`src/rtl/mat_fifo_pkg.sv`:
```
// Shared types and constants for the FIFO-to-stream frame reader.
package mat_fifo_pkg;

    typedef enum logic [1:0] {
        StIdle  = 2'd0,
        StRun   = 2'd1,
        StDrain = 2'd2
    } rd_state_e;

    localparam int unsigned CntW = 12;
    // Issued-read counter must hold IMG_WIDTH*IMG_HEIGHT.
    localparam int unsigned TotW = 2 * CntW;

endpackage

```
`src/rtl/mat_fifo_rd_stream_if.sv`:
```
// FIFO read port plus framed output stream, grouped for the frame reader.
interface mat_fifo_rd_stream_if #(
    parameter int unsigned DATA_WIDTH = 32
);
    logic                  fifo_empty;
    logic                  fifo_rd_en;
    logic [DATA_WIDTH-1:0] fifo_rd_data;
    logic                  m_valid;
    logic                  m_ready;
    logic [DATA_WIDTH-1:0] m_data;
    logic                  m_sof;
    logic                  m_eol;
    logic                  m_eof;

    modport master (
        input  fifo_empty, fifo_rd_data, m_ready,
        output fifo_rd_en, m_valid, m_data, m_sof, m_eol, m_eof
    );

    modport slave (
        output fifo_empty, fifo_rd_data, m_ready,
        input  fifo_rd_en, m_valid, m_data, m_sof, m_eol, m_eof
    );
endinterface

```
`src/rtl/mat_fifo_rd_buf.sv`:
```
// Small circular skid buffer absorbing FIFO read latency; head is always presented.
module mat_fifo_rd_buf #(
    parameter int unsigned DATA_WIDTH = 32,
    parameter int unsigned DEPTH      = 2
) (
    input  logic                         clk,
    input  logic                         rst,
    input  logic                         push,
    input  logic [DATA_WIDTH-1:0]        push_data,
    input  logic                         pop,
    output logic [DATA_WIDTH-1:0]        head,
    output logic [$clog2(DEPTH+1)-1:0]   count
);
    localparam int unsigned PtrW = (DEPTH > 1) ? $clog2(DEPTH) : 1;
    localparam int unsigned CntW = $clog2(DEPTH + 1);

    logic [DATA_WIDTH-1:0] mem_q [DEPTH];
    logic [PtrW-1:0]       wr_ptr_q, rd_ptr_q;
    logic [CntW-1:0]       count_q;

    function automatic logic [PtrW-1:0] ptr_inc(input logic [PtrW-1:0] p);
        return (p == PtrW'(DEPTH - 1)) ? '0 : p + 1'b1;
    endfunction

    always_ff @(posedge clk or posedge rst) begin
        if (rst) begin
            for (int i = 0; i < DEPTH; i++) mem_q[i] <= '0;
            wr_ptr_q <= '0;
            rd_ptr_q <= '0;
            count_q  <= '0;
        end else begin
            if (push) begin
                mem_q[wr_ptr_q] <= push_data;
                wr_ptr_q        <= ptr_inc(wr_ptr_q);
            end
            if (pop) rd_ptr_q <= ptr_inc(rd_ptr_q);
            if (push && !pop)      count_q <= count_q + 1'b1;
            else if (pop && !push) count_q <= count_q - 1'b1;
        end
    end

    assign head  = mem_q[rd_ptr_q];
    assign count = count_q;

endmodule

```
`src/rtl/mat_fifo_rd_stream.sv`:
```
// Reads one frame of IMG_WIDTH*IMG_HEIGHT words from a FIFO and emits it as a
// valid/ready stream with start-of-frame, end-of-line and end-of-frame markers.
module mat_fifo_rd_stream
    import mat_fifo_pkg::*;
#(
    parameter int unsigned DATA_WIDTH = 32,
    parameter int unsigned OUT_REG    = 0,
    parameter int unsigned IMG_WIDTH  = 640,
    parameter int unsigned IMG_HEIGHT = 480
) (
    input  logic                 rd_clk,
    input  logic                 rd_rst,
    input  logic                 frame_start,
    mat_fifo_rd_stream_if.master bus,
    output logic                 busy,
    output logic                 frame_done
);
    localparam int unsigned Lat   = 1 + OUT_REG;
    localparam int unsigned Depth = Lat + 1;
    localparam int unsigned BufCw = $clog2(Depth + 1);
    localparam logic [TotW-1:0] Total   = TotW'(IMG_WIDTH * IMG_HEIGHT);
    localparam logic [CntW-1:0] LastCol = CntW'(IMG_WIDTH - 1);
    localparam logic [CntW-1:0] LastRow = CntW'(IMG_HEIGHT - 1);

    rd_state_e             state_q, state_d;
    logic [TotW-1:0]       rd_cnt_q, rd_cnt_d;
    logic [CntW-1:0]       col_q, col_d, row_q, row_d;
    logic [Lat-1:0]        pipe_q, pipe_d;
    logic [BufCw-1:0]      count;
    logic [1:0]            inflight;
    logic [2:0]            occ;
    logic                  rd_en, push, pop, done;
    logic [DATA_WIDTH-1:0] head;

    // pipe_q tracks outstanding reads; the oldest lands in the buffer this cycle.
    assign push = pipe_q[Lat-1];
    assign pop  = bus.m_valid && bus.m_ready;

    always_comb begin
        inflight = '0;
        for (int i = 0; i < Lat; i++) inflight = inflight + 2'(pipe_q[i]);
    end

    // A pop in the same cycle frees a slot, which keeps full rate sustainable.
    assign occ   = 3'(inflight) + 3'(count) - 3'(pop);
    assign rd_en = (state_q == StRun) && !bus.fifo_empty && (rd_cnt_q < Total)
                   && (occ < 3'(Depth));
    assign done  = (state_q == StDrain) && (count == '0) && (pipe_q == '0);

    always_comb begin
        state_d  = state_q;
        rd_cnt_d = rd_cnt_q;
        col_d    = col_q;
        row_d    = row_q;
        pipe_d   = Lat'({pipe_q, rd_en});
        if (rd_en) rd_cnt_d = rd_cnt_q + 1'b1;
        if (pop) begin
            if (col_q == LastCol) begin
                col_d = '0;
                row_d = row_q + 1'b1;
            end else begin
                col_d = col_q + 1'b1;
            end
        end
        unique case (state_q)
            StIdle:  if (frame_start) state_d = StRun;
            StRun:   if (rd_en && (rd_cnt_q == Total - 1'b1)) state_d = StDrain;
            StDrain: begin
                if (done) begin
                    state_d  = StIdle;
                    rd_cnt_d = '0;
                    col_d    = '0;
                    row_d    = '0;
                end
            end
            default: state_d = StIdle;
        endcase
    end

    always_ff @(posedge rd_clk or posedge rd_rst) begin
        if (rd_rst) begin
            state_q  <= StIdle;
            rd_cnt_q <= '0;
            col_q    <= '0;
            row_q    <= '0;
            pipe_q   <= '0;
        end else begin
            state_q  <= state_d;
            rd_cnt_q <= rd_cnt_d;
            col_q    <= col_d;
            row_q    <= row_d;
            pipe_q   <= pipe_d;
        end
    end

    mat_fifo_rd_buf #(
        .DATA_WIDTH (DATA_WIDTH),
        .DEPTH      (Depth)
    ) u_buf (
        .clk       (rd_clk),
        .rst       (rd_rst),
        .push      (push),
        .push_data (bus.fifo_rd_data),
        .pop       (pop),
        .head      (head),
        .count     (count)
    );

    assign bus.fifo_rd_en = rd_en;
    assign bus.m_valid    = (count != '0);
    assign bus.m_data     = head;
    assign bus.m_sof      = bus.m_valid && (col_q == '0) && (row_q == '0);
    assign bus.m_eol      = bus.m_valid && (col_q == LastCol);
    assign bus.m_eof      = bus.m_eol && (row_q == LastRow);
    assign busy           = (state_q != StIdle);
    assign frame_done     = done;

endmodule

```
`src/flat_wrapper.sv`:
```
// flat-port wrapper written by rule: the top's interface ports become plain ports
module mat_fifo_rd_stream_flat import mat_fifo_pkg::*;
#(
    parameter int unsigned DATA_WIDTH = 32,
    parameter int unsigned OUT_REG    = 0,
    parameter int unsigned IMG_WIDTH  = 640,
    parameter int unsigned IMG_HEIGHT = 480
)
  (rd_clk, rd_rst, frame_start, busy, frame_done, bus_fifo_empty, bus_fifo_rd_data, bus_m_ready, bus_fifo_rd_en, bus_m_valid, bus_m_data, bus_m_sof, bus_m_eol, bus_m_eof);
  mat_fifo_rd_stream_if #(.DATA_WIDTH(DATA_WIDTH)) bus_i ();
  input  logic rd_clk;
  input  logic rd_rst;
  input  logic frame_start;
  output logic busy;
  output logic frame_done;
  input wire logic [$bits(bus_i.fifo_empty)-1:0] bus_fifo_empty;
  input wire logic [$bits(bus_i.fifo_rd_data)-1:0] bus_fifo_rd_data;
  input wire logic [$bits(bus_i.m_ready)-1:0] bus_m_ready;
  output wire logic [$bits(bus_i.fifo_rd_en)-1:0] bus_fifo_rd_en;
  output wire logic [$bits(bus_i.m_valid)-1:0] bus_m_valid;
  output wire logic [$bits(bus_i.m_data)-1:0] bus_m_data;
  output wire logic [$bits(bus_i.m_sof)-1:0] bus_m_sof;
  output wire logic [$bits(bus_i.m_eol)-1:0] bus_m_eol;
  output wire logic [$bits(bus_i.m_eof)-1:0] bus_m_eof;
  assign bus_i.fifo_empty = bus_fifo_empty;
  assign bus_i.fifo_rd_data = bus_fifo_rd_data;
  assign bus_i.m_ready = bus_m_ready;
  assign bus_fifo_rd_en = bus_i.fifo_rd_en;
  assign bus_m_valid = bus_i.m_valid;
  assign bus_m_data = bus_i.m_data;
  assign bus_m_sof = bus_i.m_sof;
  assign bus_m_eol = bus_i.m_eol;
  assign bus_m_eof = bus_i.m_eof;
  mat_fifo_rd_stream #(.DATA_WIDTH(DATA_WIDTH), .OUT_REG(OUT_REG), .IMG_WIDTH(IMG_WIDTH), .IMG_HEIGHT(IMG_HEIGHT)) u_core (.rd_clk(rd_clk), .rd_rst(rd_rst), .frame_start(frame_start), .bus(bus_i), .busy(busy), .frame_done(frame_done));
endmodule
```
`config.mk`:
```
export PLATFORM = sky130hd
export DESIGN_NAME = mat_fifo_rd_stream_flat
export DESIGN_NICKNAME = d
export VERILOG_FILES = /design/src/rtl/mat_fifo_pkg.sv /design/src/rtl/mat_fifo_rd_stream_if.sv /design/src/rtl/mat_fifo_rd_buf.sv /design/src/rtl/mat_fifo_rd_stream.sv /design/src/flat_wrapper.sv
export SDC_FILE = /design/constraint.sdc
export NUM_CORES = 1
export LEC_CHECK = 0
export BUFFER_PORTS_ARGS = -buffer_cell sky130_fd_sc_hd__buf_2
export CAP_MARGIN = 20
export CORE_MARGIN = 5
export CORE_UTILIZATION = 45
export DETAILED_ROUTE_END_ITERATION = 8
export PLACE_DENSITY = 0.62
export SLEW_MARGIN = 30
export SYNTH_ARGS = -nofsm -noshare
export SYNTH_HDL_FRONTEND = slang
export SYNTH_SLANG_ARGS = --single-unit
```
`constraint.sdc`:
```
create_clock -name rd_clk -period 10.6 [get_ports rd_clk]
set_clock_uncertainty 0.2 [all_clocks]
set_input_delay 1.59 -clock rd_clk [delete_from_list [all_inputs] [get_ports rd_clk]]
set_output_delay 1.59 -clock rd_clk [all_outputs]
set_load 0.01 [all_outputs]
```
# After elaboration in Yosys (flattened, before gate mapping)
# Index checks and enable logic that the tools add are counted.
[totals]
reg_bits = 119
out_inout_bits = 39
wordCells = 85
in_bits = 37
[classes]
eq_ne = 8
addsub = 9
bitwise_logic = 3
n_lt_le_gt_ge = 5
n_mux = 25
reduce_logical = 25
[ops]
columns = ["op", "count"]
rows = [
  ["32-bit 2-to-1 mux", 4],
  ["12-bit 2-to-1 mux", 8],
  ["24-bit 2-to-1 mux", 3],
  ["64-bit bitwise mux", 1],
  ["32-bit demux with 1-bit select", 1],
  ["12-bit by 1-bit adder with 12-bit output, second input constant", 2],
  ["24-bit by 1-bit adder with 24-bit output, second input constant", 1],
  ["24-bit by 19-bit == test with 1-bit output, second input constant", 1],
  ["12-bit zero test", 2],
  ["24-bit by 19-bit < comparator with 1-bit output, second input constant", 1],
  ["1-bit logical AND", 14],
  ["12-bit by 10-bit == test with 1-bit output, second input constant", 1],
  ["12-bit by 9-bit == test with 1-bit output, second input constant", 1],
  ["2-bit 2-to-1 mux", 5],
  ["2-bit inequality test, second input constant", 3],
  ["2-bit one-hot mux with 3 select lines", 1],
  ["2-bit nonzero test", 3],
  ["2-bit >= comparator, second input constant", 2],
  ["2-bit zero test", 2],
  ["1-bit NOT with 2-bit output", 2],
  ["1-bit by 2-bit adder with 3-bit output", 1],
  ["1-bit zero test", 3],
  ["3-bit by 2-bit < comparator with 1-bit output, second input constant", 1],
  ["3-bit AND reduction", 1],
  ["9 further kinds", 11],
]

# Longest topological paths before layout
# Gate-level depths: netlist of the first run.
[logic_depth]
depth_word = 8
depth_mapped = 15
ltp_nobuf = 11

# By module
# Synthesis of the first run repeated with hierarchy kept, for this count alone.
[hier_totals]
hier_cells = 480
area_unflattened_um2 = 5810.6
[by_module_without_submodules]
columns = ["module", "cells_each", "n_inst", "seq_area_each_um2", "area_per_inst_um2"]
rows = [
  ["mat_fifo_rd_buf", 186, 1, 1701.6, 3079.2],
  ["mat_fifo_rd_stream", 294, 1, 1276.2, 2731.4],
]

# Least setup slack after synthesis of the first run
# OpenSTA, ideal clock, no wires.
[synth_timing]
path_type = "in2out"
from = "in bus_m_ready"
to = "out bus_fifo_rd_en"
t_required_ns = 8.810
setup_slack_ns = 4.573
cell_stages = 11
path_buffers = 3
arrival_ns = 4.237
path_cell_list = "and2_1 > buf_6 > inv_1 > buf_2 > ha_1 > nand2b_1 > fa_1 > nor4bb_1 > nand4_1 > clkbuf_1 > nor2_1"
[synth_between]
elab_chain_cells = 4
[synth_lines]
columns = ["element", "line", "rtl"]
rows = [
  ["from (decl)", "flat_wrapper.sv:18", "input wire logic [$bits(bus_i.m_ready)-1:0] bus_m_ready;"],
  ["1-bit logical AND", "mat_fifo_rd_stream.sv:37", "assign pop = bus.m_valid && bus.m_ready;"],
  ["3-bit by 1-bit subtractor with 3-bit output", "mat_fifo_rd_stream.sv:45", "assign occ = 3'(inflight) + 3'(count) - 3'(pop);"],
  ["3-bit by 2-bit < comparator with 1-bit output", "mat_fifo_rd_stream.sv:47", "&& (occ < 3'(Depth));"],
  ["1-bit logical AND", "mat_fifo_rd_stream.sv:47", ""],
  ["to (decl)", "flat_wrapper.sv:19", "output wire logic [$bits(bus_i.fifo_rd_en)-1:0] bus_fifo_rd_en;"],
]
# Every way passes these cells.

# Worst setup path after layout of the first run
# Same ends and word-level chain as after synthesis.

==> impl_metrics.ini, run 1 <==
[placement]
io_buffer_count = 75
gp_congestion = 0.785
dp_hpwl_mm = 7.54

[status]
status = finished, final reports clean

[grt]
grt_pass1_wl_mm = 19.0
gr-total-overflow = 0
grt_pass1_vias = 3883
grt_max_degree = 64
antenna_found_initial = 0
grt_usage_pct = 16.1

[pwr]
combPwrFrac_pct = 32.1
power_frac_clock_pct = 29.3
vdd_ir_drop_max_mv = 0.120
swShare_pct = 30.2
p_seq_share_pct = 38.6
p_sw_mw = 0.551
p_leak_nw = 3.03
p_int_mw = 1.27
power_density_mw_per_mm2 = 268

[routing]
vias = 3855
wl_mm = 11.3
route.detailed.drc = 0
first_pass_iters = 4
drt-initial-drc-count = 231
wl_per_cell_um = 15.2
viasPerCell = 5.20
ant_nets = 0

[cts]
postCtsSetupBuffers = 0
cts.sinks = 119
clk_latency_ps = 400
cts_root_buf = clkbuf_16
cts_made_buffers = 17
cts.path.max_buffers = 2
path_clk_slew_ps = 50
ctsResizeCount = 0
htreeDepth = 4
postCtsHoldBufs = 0
cts_tree = built

[synth]
ys_warn_count = 0
syn_inst = 478
syn_area_mm2 = 0.00570
ys_seq_elements = 119
avgSynthCellArea_um2 = 11.9
synth_cell_types = 41
ys_seq_area_share_pct = 52.2
syn-num-nets = 522

[finish]
diodes = 0
nets = 601
final_util_pct = 54.3
nFillCells = 1133
drive_gt1_share_pct = 39.1
areaGrowthSynthToFinish_pct = 19.3

[die]
std_cell_rows = 41
initial_core_util_pct = 45.5
coreArea_mm2 = 0.0125
die_w_um = 123
die_y_um = 123
ios = 76
die_area_mm2 = 0.0150

[setup_path]
critPathArrivalTime_ps = 5020
start_kind = input pin
path_class = in -> out
crit_fanout = 18
worstPathRequired_ps = 8810
cp-end-kind = primary output
rrSetupSlack_ps = 5720

[timing]
worst_pin_slew_ps = 769
rsz0062_at_grt = false
finalCriticalPeriod_ps = 6810
max_clock_freq_mhz = 147
drv_slew = 0
setup_tns_ps = 0
hold-worst-slack_ps = 284
hold_viol_final = 0
finalSetupViolations = 0
min_period_over_period_pct = 64.2
slew_headroom_pct = 48.7

[min_path]
hp-class = reg -> reg

[flow_run]
cap_violations = 0
## layout make-up
class	instances	area [um^2]	area share (%)
tap	172	215	3.17
clock inverter	8	71.3	1.05
sequential	119	2980	43.8
clock buffer	24	492	7.23
inverter	9	36.3	0.534
multi-input combinational	329	2590	38.0
timing repair buffer	81	420	6.18
## stage by stage
step	power, mW	cells	cell area [um^2]	worst slack (ps)
3_3_place_gp	1.28	710	6240	3930
5_1_grt	1.94	742	6800	3450
4_1_cts	1.85	742	6800	3800
2_1_floorplan	1.12	478	5700	4570
6_report	1.82	742	6800	3790
3_5_place_dp	1.30	710	6240	3820
## power by group through the flow
stage,registers (mW),logic [mW],clock network (mW)
after floorplan,0.678,0.442,0
after global placement,0.698,0.583,0
after detailed placement,0.710,0.592,0
after CTS,0.704,0.597,0.548
after global routing,0.725,0.646,0.573
final,0.704,0.585,0.535
## logic make-up (layout without fill, tap and decap cells)
kind of cell	count (synthesis)	in the layout	share of synthesized area [%]
XOR/XNOR	41	41	6.30
flip-flops	119	119	52.2
AO/OA/AOI/OAI	16	16	1.93
multiplexers	96	96	19.0
adder cells (fa/ha/maj)	7	7	1.67
buffers and inverters	30	122	2.44
AND/OR/NAND/NOR	169	169	16.5
## worst max-delay path, cell delays in order
cell and delay [ps]:
buf_2 70, and2_1 320, inv_1 380, ha_1 440, nand2b_1 170, fa_1 490
nor4bb_1 280, nand4_1 610, nor2_1 460, buf_2 200
## cell usage in the layout (no fill, tap or decap), types with 4 or more instances in the layout
master	n
nor2_1	49
xnor2_1	29
dfrtp_1	119
a21oi_1	6
buf_4	6
and3_1	7
ha_1	6
nor2b_1	5
clkinv_2	5
nand2_1	20
nand4_1	17
xor2_1	12
nand3_1	13
buf_2	75
and2_1	4
nor4_1	13
nor3_1	12
inv_1	8
clkbuf_16	17
o21ai_0	4
clkbuf_8	4
mux2_2	96
or4_1	4
## synthesized netlist by cell type (all sizes together)
cell type | n | area share [%]
a2111oi | 1 | 0.15
mux2 | 96 | 19
xnor2 | 29 | 4.5
o31ai | 2 | 0.50
and2 | 4 | 0.44
fa | 1 | 0.35
o21a | 2 | 0.26
nor2b | 6 | 0.66
nand4 | 17 | 1.9
buf | 9 | 0.88
dfrtp | 119 | 52
or4 | 6 | 0.92
a21oi | 6 | 0.53
nor4 | 16 | 2.5
and3 | 8 | 0.90
nor4bb | 1 | 0.18
nor3 | 15 | 1.6
and4 | 2 | 0.31
nand3 | 13 | 1.1
ha | 6 | 1.3
a211oi | 1 | 0.13
nand2b | 2 | 0.22
or3 | 3 | 0.33
or2 | 3 | 0.33
o21ai | 4 | 0.35
clkbuf | 12 | 0.97
nand2 | 20 | 1.3
nand4b | 1 | 0.15
nor2 | 51 | 3.4
nor3b | 1 | 0.13
inv | 9 | 0.59
xor2 | 12 | 1.8
## state kept, by name, indices dropped and copies added, names as in the netlist
name / cells
u_core.u_buf.rd_ptr_q: 1
u_core.u_buf.wr_ptr_q: 1
u_core.u_buf.count: 2
u_core.row_q: 12
u_core.u_buf.mem_q: 64
u_core.pipe_q: 1
u_core.rd_cnt_q: 24
u_core.state_q: 2
u_core.col_q: 12
## per-layer routing
metal	vias to the layer above	wire length, um	GRT usage (%)	part of all wire, %
met5	-	0	0	0
met4	0	238	7.77	2.1
met3	24	527	3.64	4.7
met2	81	5220	24.9	46
met1	1902	5290	21.6	47
li1	1848	-	-	-
## worst paths after layout
path / start / to / cells after the start
setup / recovery: bus_m_ready / bus_fifo_rd_en / 10
hold / removal: u_core.state_q[1] / u_core.state_q[0] / 1
setup reg to reg: u_core.u_buf.count[1] / u_core.rd_cnt_q[12] / 11
hold reg to reg: u_core.state_q[1] / u_core.state_q[0] / 1
max in group asynchronous: rd_rst / u_core.u_buf.mem_q[9] / 3
min in group asynchronous: rd_rst / u_core.u_buf.mem_q[8] / 2
No activity file was read; power rests on OpenSTA's default activity.
==> run 2: changes to the inputs <==
clock period = 6.5 ns   (was 10.6 ns; I/O delays follow)
==> run 2 against run 1 <==
Design area is 0.86% higher. Flip-flop and latch count stayed put. Routed wire length is 2.2% higher. Combinational power is 65% higher. Core utilization is 0.47 points higher. Largest cell class unchanged.
==> impl_metrics.ini, run 2 (same netlist as run 1, synthesis figures left out) <==
[status]
status = finished, final reports clean

[cts]
cts_made_buffers = 17
cts.sinks = 119
postCtsSetupBuffers = 0
path_clk_slew_ps = 60
htreeDepth = 4
postCtsHoldBufs = 0
cts_root_buf = clkbuf_16
cts_tree = built
cts.path.max_buffers = 2
ctsResizeCount = 0
clk_latency_ps = 400

[finish]
areaGrowthSynthToFinish_pct = 20.3
multi_input_area_mm2 = 0.00259
layout_commonest_cell = dfrtp_1
largest_reg_flops = 64
regArea_mm2 = 0.00298
diodes = 0
drive_gt1_share_pct = 39.8
design_area_mm2 = 0.00686
most-common-layout-cells = dfrtp_1 (119), mux2_2 (96), buf_2 (75), nor2_1 (49), xnor2_1 (29)
top_regs = u_core.u_buf.mem_q (64), u_core.rd_cnt_q (24)
nets = 602
nFillCells = 1126
regMostFlops = u_core.u_buf.mem_q

[routing]
wl_per_cell_um = 15.5
wl_mm = 11.5
viasPerCell = 5.19
ant_nets = 0
first_pass_iters = 4
drt-initial-drc-count = 216
route.detailed.drc = 0
vias = 3857

[pwr]
vdd_ir_drop_max_mv = 0.186
power_density_mw_per_mm2 = 448
swShare_pct = 30.6
p_int_mw = 2.13
p_seq_share_pct = 37.3
p_leak_nw = 3.04
p_sw_mw = 0.941
combPwrFrac_pct = 31.5
power_frac_clock_pct = 31.2

[die]
initial_core_util_pct = 45.5
die_y_um = 123
die_area_mm2 = 0.0150
std_cell_rows = 41
die_w_um = 123
ios = 76
coreArea_mm2 = 0.0125

[placement]
placed_area_mm2 = 0.00624
dp_hpwl_mm = 7.74
io_buffer_count = 75
gp_congestion = 0.791

[min_path]
hold_start = u_core.state_q[1]
hp-class = reg -> reg

[timing]
hold_viol_final = 0
slew_headroom_pct = 51.1
max_clock_freq_mhz = 191
finalCriticalPeriod_ps = 5240
min_period_over_period_pct = 80.7
finalSetupViolations = 0
worst_pin_slew_ps = 733
rsz0062_at_grt = false
setup_tns_ps = 0
drv_slew = 0

[grt]
antenna_found_initial = 0
grtUsageMet1_pct = 22.7
grt_usage_pct = 16.3
met3_usage_pct = 3.46
grt_pass1_wl_mm = 19.4
grt_pass1_vias = 3943
use_met2_pct = 25.4
grt.busiest_layer = met2
grt_max_degree = 62
gr-total-overflow = 0

[setup_path]
crit_fanout = 18
crit_family = simple AND/OR/NAND/NOR gates
path_class = reg -> out
critPathLaunch = u_core.u_buf.count[1]
start_kind = flip-flop
r2r-start = u_core.u_buf.count[1]
critical-path-slowest-cell = inv_1
worstPathRequired_ps = 5320
path_cells = or2_2, and2_1, inv_1, ha_1, nand2b_1, fa_1, nor4bb_1, nand4_1, buf_4, nor2_1, buf_2
cp-end-kind = primary output
path_buf_inv = 3
critPathArrivalTime_ps = 4070
critPathMaxStageDelay_ps = 490

[flow_run]
cap_violations = 0
-- run 2: changes by cell type in the layout (fill, tap and decap cells not counted), moves of 2 or more --
| cell | delta |
|---|---|
| clkbuf_1 | -3 |
| clkinvlp_4 | +5 |
| clkbuf_8 | -3 |
| inv_6 | +2 |
| bufinv_16 | +2 |
| clkinv_2 | -4 |
-- run 2: layout make-up --
cell class	count	area share [%]
tap	172	3.14
timing repair buffer	82	6.24
inverter	9	0.529
clock inverter	14	2.55
multi-input combinational	329	37.7
clock buffer	18	6.40
sequential	119	43.4
-- run 2: through the flow --
step | setup WS (ps) | hold slack [ps] | instances | total power [mW] | util (%)
floorplan | 1700 | 241 | 478 | 1.83 | -
global placement | 1540 | 279 | 711 | 2.09 | 49.9
detailed placement | 1470 | 276 | 711 | 2.13 | 49.9
CTS | 1230 | 290 | 743 | 3.11 | 54.8
global route | 847 | 310 | 743 | 3.26 | 54.8
finish | 1260 | 290 | 743 | 3.07 | 54.8
-- run 2: path summary, 6_finish.rpt --
check                      slack [ps]                     to  cells after the start
setup reg to reg                 2150    u_core.rd_cnt_q[12]                     12
hold / removal                    290      u_core.state_q[0]                      1
hold reg to reg                   290      u_core.state_q[0]                      1
setup / recovery                 1260         bus_fifo_rd_en                     11
min in group asynchronous         510  u_core.u_buf.mem_q[8]                      2
max in group asynchronous        4370        u_core.col_q[3]                      3
-- run 2: power by group through the flow --
stage               Sequential (mW)  Clock, mW  Combinational (mW)
finish                         1.15      0.959               0.967
global route                   1.18       1.01                1.07
CTS                            1.15      0.976               0.985
detailed placement             1.16          0               0.975
global placement               1.14          0               0.957
floorplan                      1.11          0               0.720
-- run 2: routing by layer --
metal	vias to the layer above	part of all wire (%)
li1	1846	-
met5	-	0
met1	1924	47
met3	14	4.4
met4	0	1.1
met2	73	48
==> run 3: changes to the inputs <==
ABC_AREA = 1   (was not set)
clock period = 5 ns   (was 6.5 ns; I/O delays follow)
==> run 3 against run 2 <==
Sequential power increased by 36%. Largest cell class unchanged. First-iteration DRC count increased by 19%. Core utilization decreased by 0.88 points. Final cell count increased by 30%. Count of clock-buffer cells in the layout increased by 5. Area after synthesis increased by 4.9%. Register-to-register slack got worse by 540 ps. Die area increased by 4.5%.
==> impl_metrics.ini, run 3 <==
[grt]
grt_usage_pct = 17.2
gr-total-overflow = 0
grt_pass1_wl_mm = 22.4
grt_pass1_vias = 4876
grt_max_degree = 85
antenna_found_initial = 0

[setup_path]
reg2regPathDepth = 14
path_buf_inv = 2
crit_fanout = 6
cp.depth = 11
path_class = reg -> out
critPathMaxStageDelay_ps = 490
cp-end-kind = primary output
critPathArrivalTime_ps = 3090
path_cells = nor2_4, inv_1, nand2_1, ha_1, or2_2, fa_1, nand2_1, nor2_1, nand2_2, nor2_4, buf_2
critical-path-slowest-cell = fa_1
start_kind = flip-flop
worstPathRequired_ps = 4050
crit_family = simple AND/OR/NAND/NOR gates

[synth]
syn-num-nets = 752
synth_top_family_by_area = simple AND/OR/NAND/NOR gates
ys_seq_elements = 119
synthSimpleGateAreaFrac_pct = 23.1
syn_area_mm2 = 0.00598
yosysMostFrequentCell = nand2_1
ys_warn_count = 0
synthMuxAreaShare_pct = 6.03
synth_top_area_share_pct = 49.8
synth.area.top_cells = dfrtp_1 (50%), nand2_1 (10%), o21ai_0 (6.2%)
synth_commonest_cells = nand2_1 (167), dfrtp_1 (119), inv_1 (87)
synthXorXnorAreaFrac_pct = 1.61
ys.flop_type = dfrtp_1
avgSynthCellArea_um2 = 8.44
ys_seq_area_share_pct = 49.8
synth_edf_count = 0
synthArstFlopShare_pct = 100
yosys.area_share.adder_pct = 1.59
syn_inst = 708
synth_cell_types = 36
synth_compound_area_share_pct = 9.96
netlist.top_cell.by_area = dfrtp_1

[cts]
postCtsHoldBufs = 0
htreeDepth = 4
clk_latency_ps = 410
cts_root_buf = clkbuf_16
cts.path.max_buffers = 2
cts_tree = built
cts.sinks = 119
postCtsSetupBuffers = 0
path_clk_slew_ps = 50
cts_made_buffers = 17
ctsResizeCount = 0

[placement]
dp_hpwl_mm = 8.67
gp_congestion = 0.858
io_buffer_count = 75

[min_path]
worstHoldPathCells = 2
hp-class = reg -> reg

[pwr]
vdd_ir_drop_max_mv = 0.309
power_density_mw_per_mm2 = 582
p_leak_nw = 3.53

[routing]
ant_nets = 0
wl_mm = 12.8
drt-initial-drc-count = 257
first_pass_iters = 6
wl_per_cell_um = 13.2
viasPerCell = 4.95
route.detailed.drc = 0
vias = 4789

[die]
die_area_mm2 = 0.0157
coreArea_mm2 = 0.0131
die_y_um = 125
ios = 76
initial_core_util_pct = 45.5
die_w_um = 125
std_cell_rows = 42

[timing]
drv_slew = 0
hold-worst-slack_ps = 280
finalCriticalPeriod_ps = 4040
slew_headroom_pct = 50.1
max_clock_freq_mhz = 248
hold_viol_final = 0
min_period_over_period_pct = 80.7
finalSetupViolations = 0
rsz0062_at_grt = false
setup_tns_ps = 0
worst_pin_slew_ps = 749

[finish]
most-common-layout-cells = nand2_1 (166), dfrtp_1 (119), inv_1 (86), buf_2 (75), o21ai_0 (74)
areaGrowthSynthToFinish_pct = 18.5
nets = 825
largest_reg_flops = 64
layout_commonest_cell = nand2_1
drive_gt1_share_pct = 21.8
top_regs = u_core.u_buf.mem_q (64), u_core.rd_cnt_q (24)
diodes = 0
regMostFlops = u_core.u_buf.mem_q

[flow_run]
cap_violations = 0

[status]
status = finished, final reports clean
run 3: changes by cell type after synthesis, sizes merged, moves of 6 or more:
cell / before / now
and3: 8 / 0
nor4: 16 / 3
a21oi: 6 / 29
or4: 6 / 0
o21ai: 4 / 82
xnor2: 29 / 1
nand2: 20 / 170
nor2b: 6 / 0
inv: 9 / 91
mux2: 96 / 32
nand3: 13 / 31
nor2: 51 / 68
run 3: path summary, 6_finish.rpt:
kind / endpoint / start / slack (ps)
max: bus_fifo_rd_en / u_core.u_buf.count[1] / 960
min: u_core.u_buf.mem_q[26] / u_core.u_buf.mem_q[26] / 280
max reg2reg: u_core.rd_cnt_q[11] / u_core.u_buf.count[1] / 1610
min reg2reg: u_core.u_buf.mem_q[26] / u_core.u_buf.mem_q[26] / 280
max in group asynchronous: u_core.u_buf.mem_q[17] / rd_rst / 3350
min in group asynchronous: u_core.u_buf.mem_q[12] / rd_rst / 300
run 3: logic make-up after synthesis:
| kind of cell | Yosys count |
|---|---|
| adder cells (fa/ha/maj) | 7 |
| AO/OA/AOI/OAI | 116 |
| AND/OR/NAND/NOR | 306 |
| multiplexers | 32 |
| buffers and inverters | 117 |
| XOR/XNOR | 11 |
| flip-flops | 119 |
run 3: where the power goes:
part | internal [mW] | switching (mW) | total (mW) | leakage (nW)
clock | 0.792 | 0.409 | 1.20 | 0.287
sequential | 1.32 | 0.241 | 1.56 | 1.50
combinational | 0.607 | 0.756 | 1.36 | 1.75
run 3: layout make-up:
type,instances,area [um^2]
flip-flops and latches,119,2980
clock inverters,7,93.8
multi-input cells,472,2540
well taps,176,220
fillers,1246,6060
repair buffers,79,405
clock buffers,23,498
inverters,92,350
run 3: layer usage:
layer	share of wire, %	global-route usage (%)	routed length [um]	vias to the layer above
li1	-	-	-	2420
met1	44	20.6	5670	2279
met2	50	29.8	6380	67
met3	3.5	4.52	447	23
met4	2.1	6.31	270	0
met5	0	0	0	-
run 3: worst register-to-register path, cell delays in order (launching register included):
cell and delay, ps:
dfrtp_1 460, nor2_4 250, inv_1 100, nand2_1 160, ha_1 290, or2_2 310, fa_1 490, nand2_1 50
nor2_1 180, nand2_2 100, nor2_4 130, buf_4 300, nand3_1 120, nand2_1 80, nor2_1 40
run 3: metrics by stage:
| step | setup WS, ps | power (mW) | instance area, um^2 | std cells | utilization [%] |
|---|---|---|---|---|---|
| 2_1_floorplan | 893 | 2.52 | 5980 | 708 | - |
| 3_3_place_gp | 1300 | 2.89 | 6480 | 938 | 49.3 |
| 3_5_place_dp | 1280 | 2.95 | 6490 | 938 | 49.4 |
| 4_1_cts | 949 | 4.18 | 7080 | 968 | 53.9 |
| 5_1_grt | 828 | 4.42 | 7080 | 968 | 53.9 |
| 6_report | 964 | 4.12 | 7080 | 968 | 53.9 |
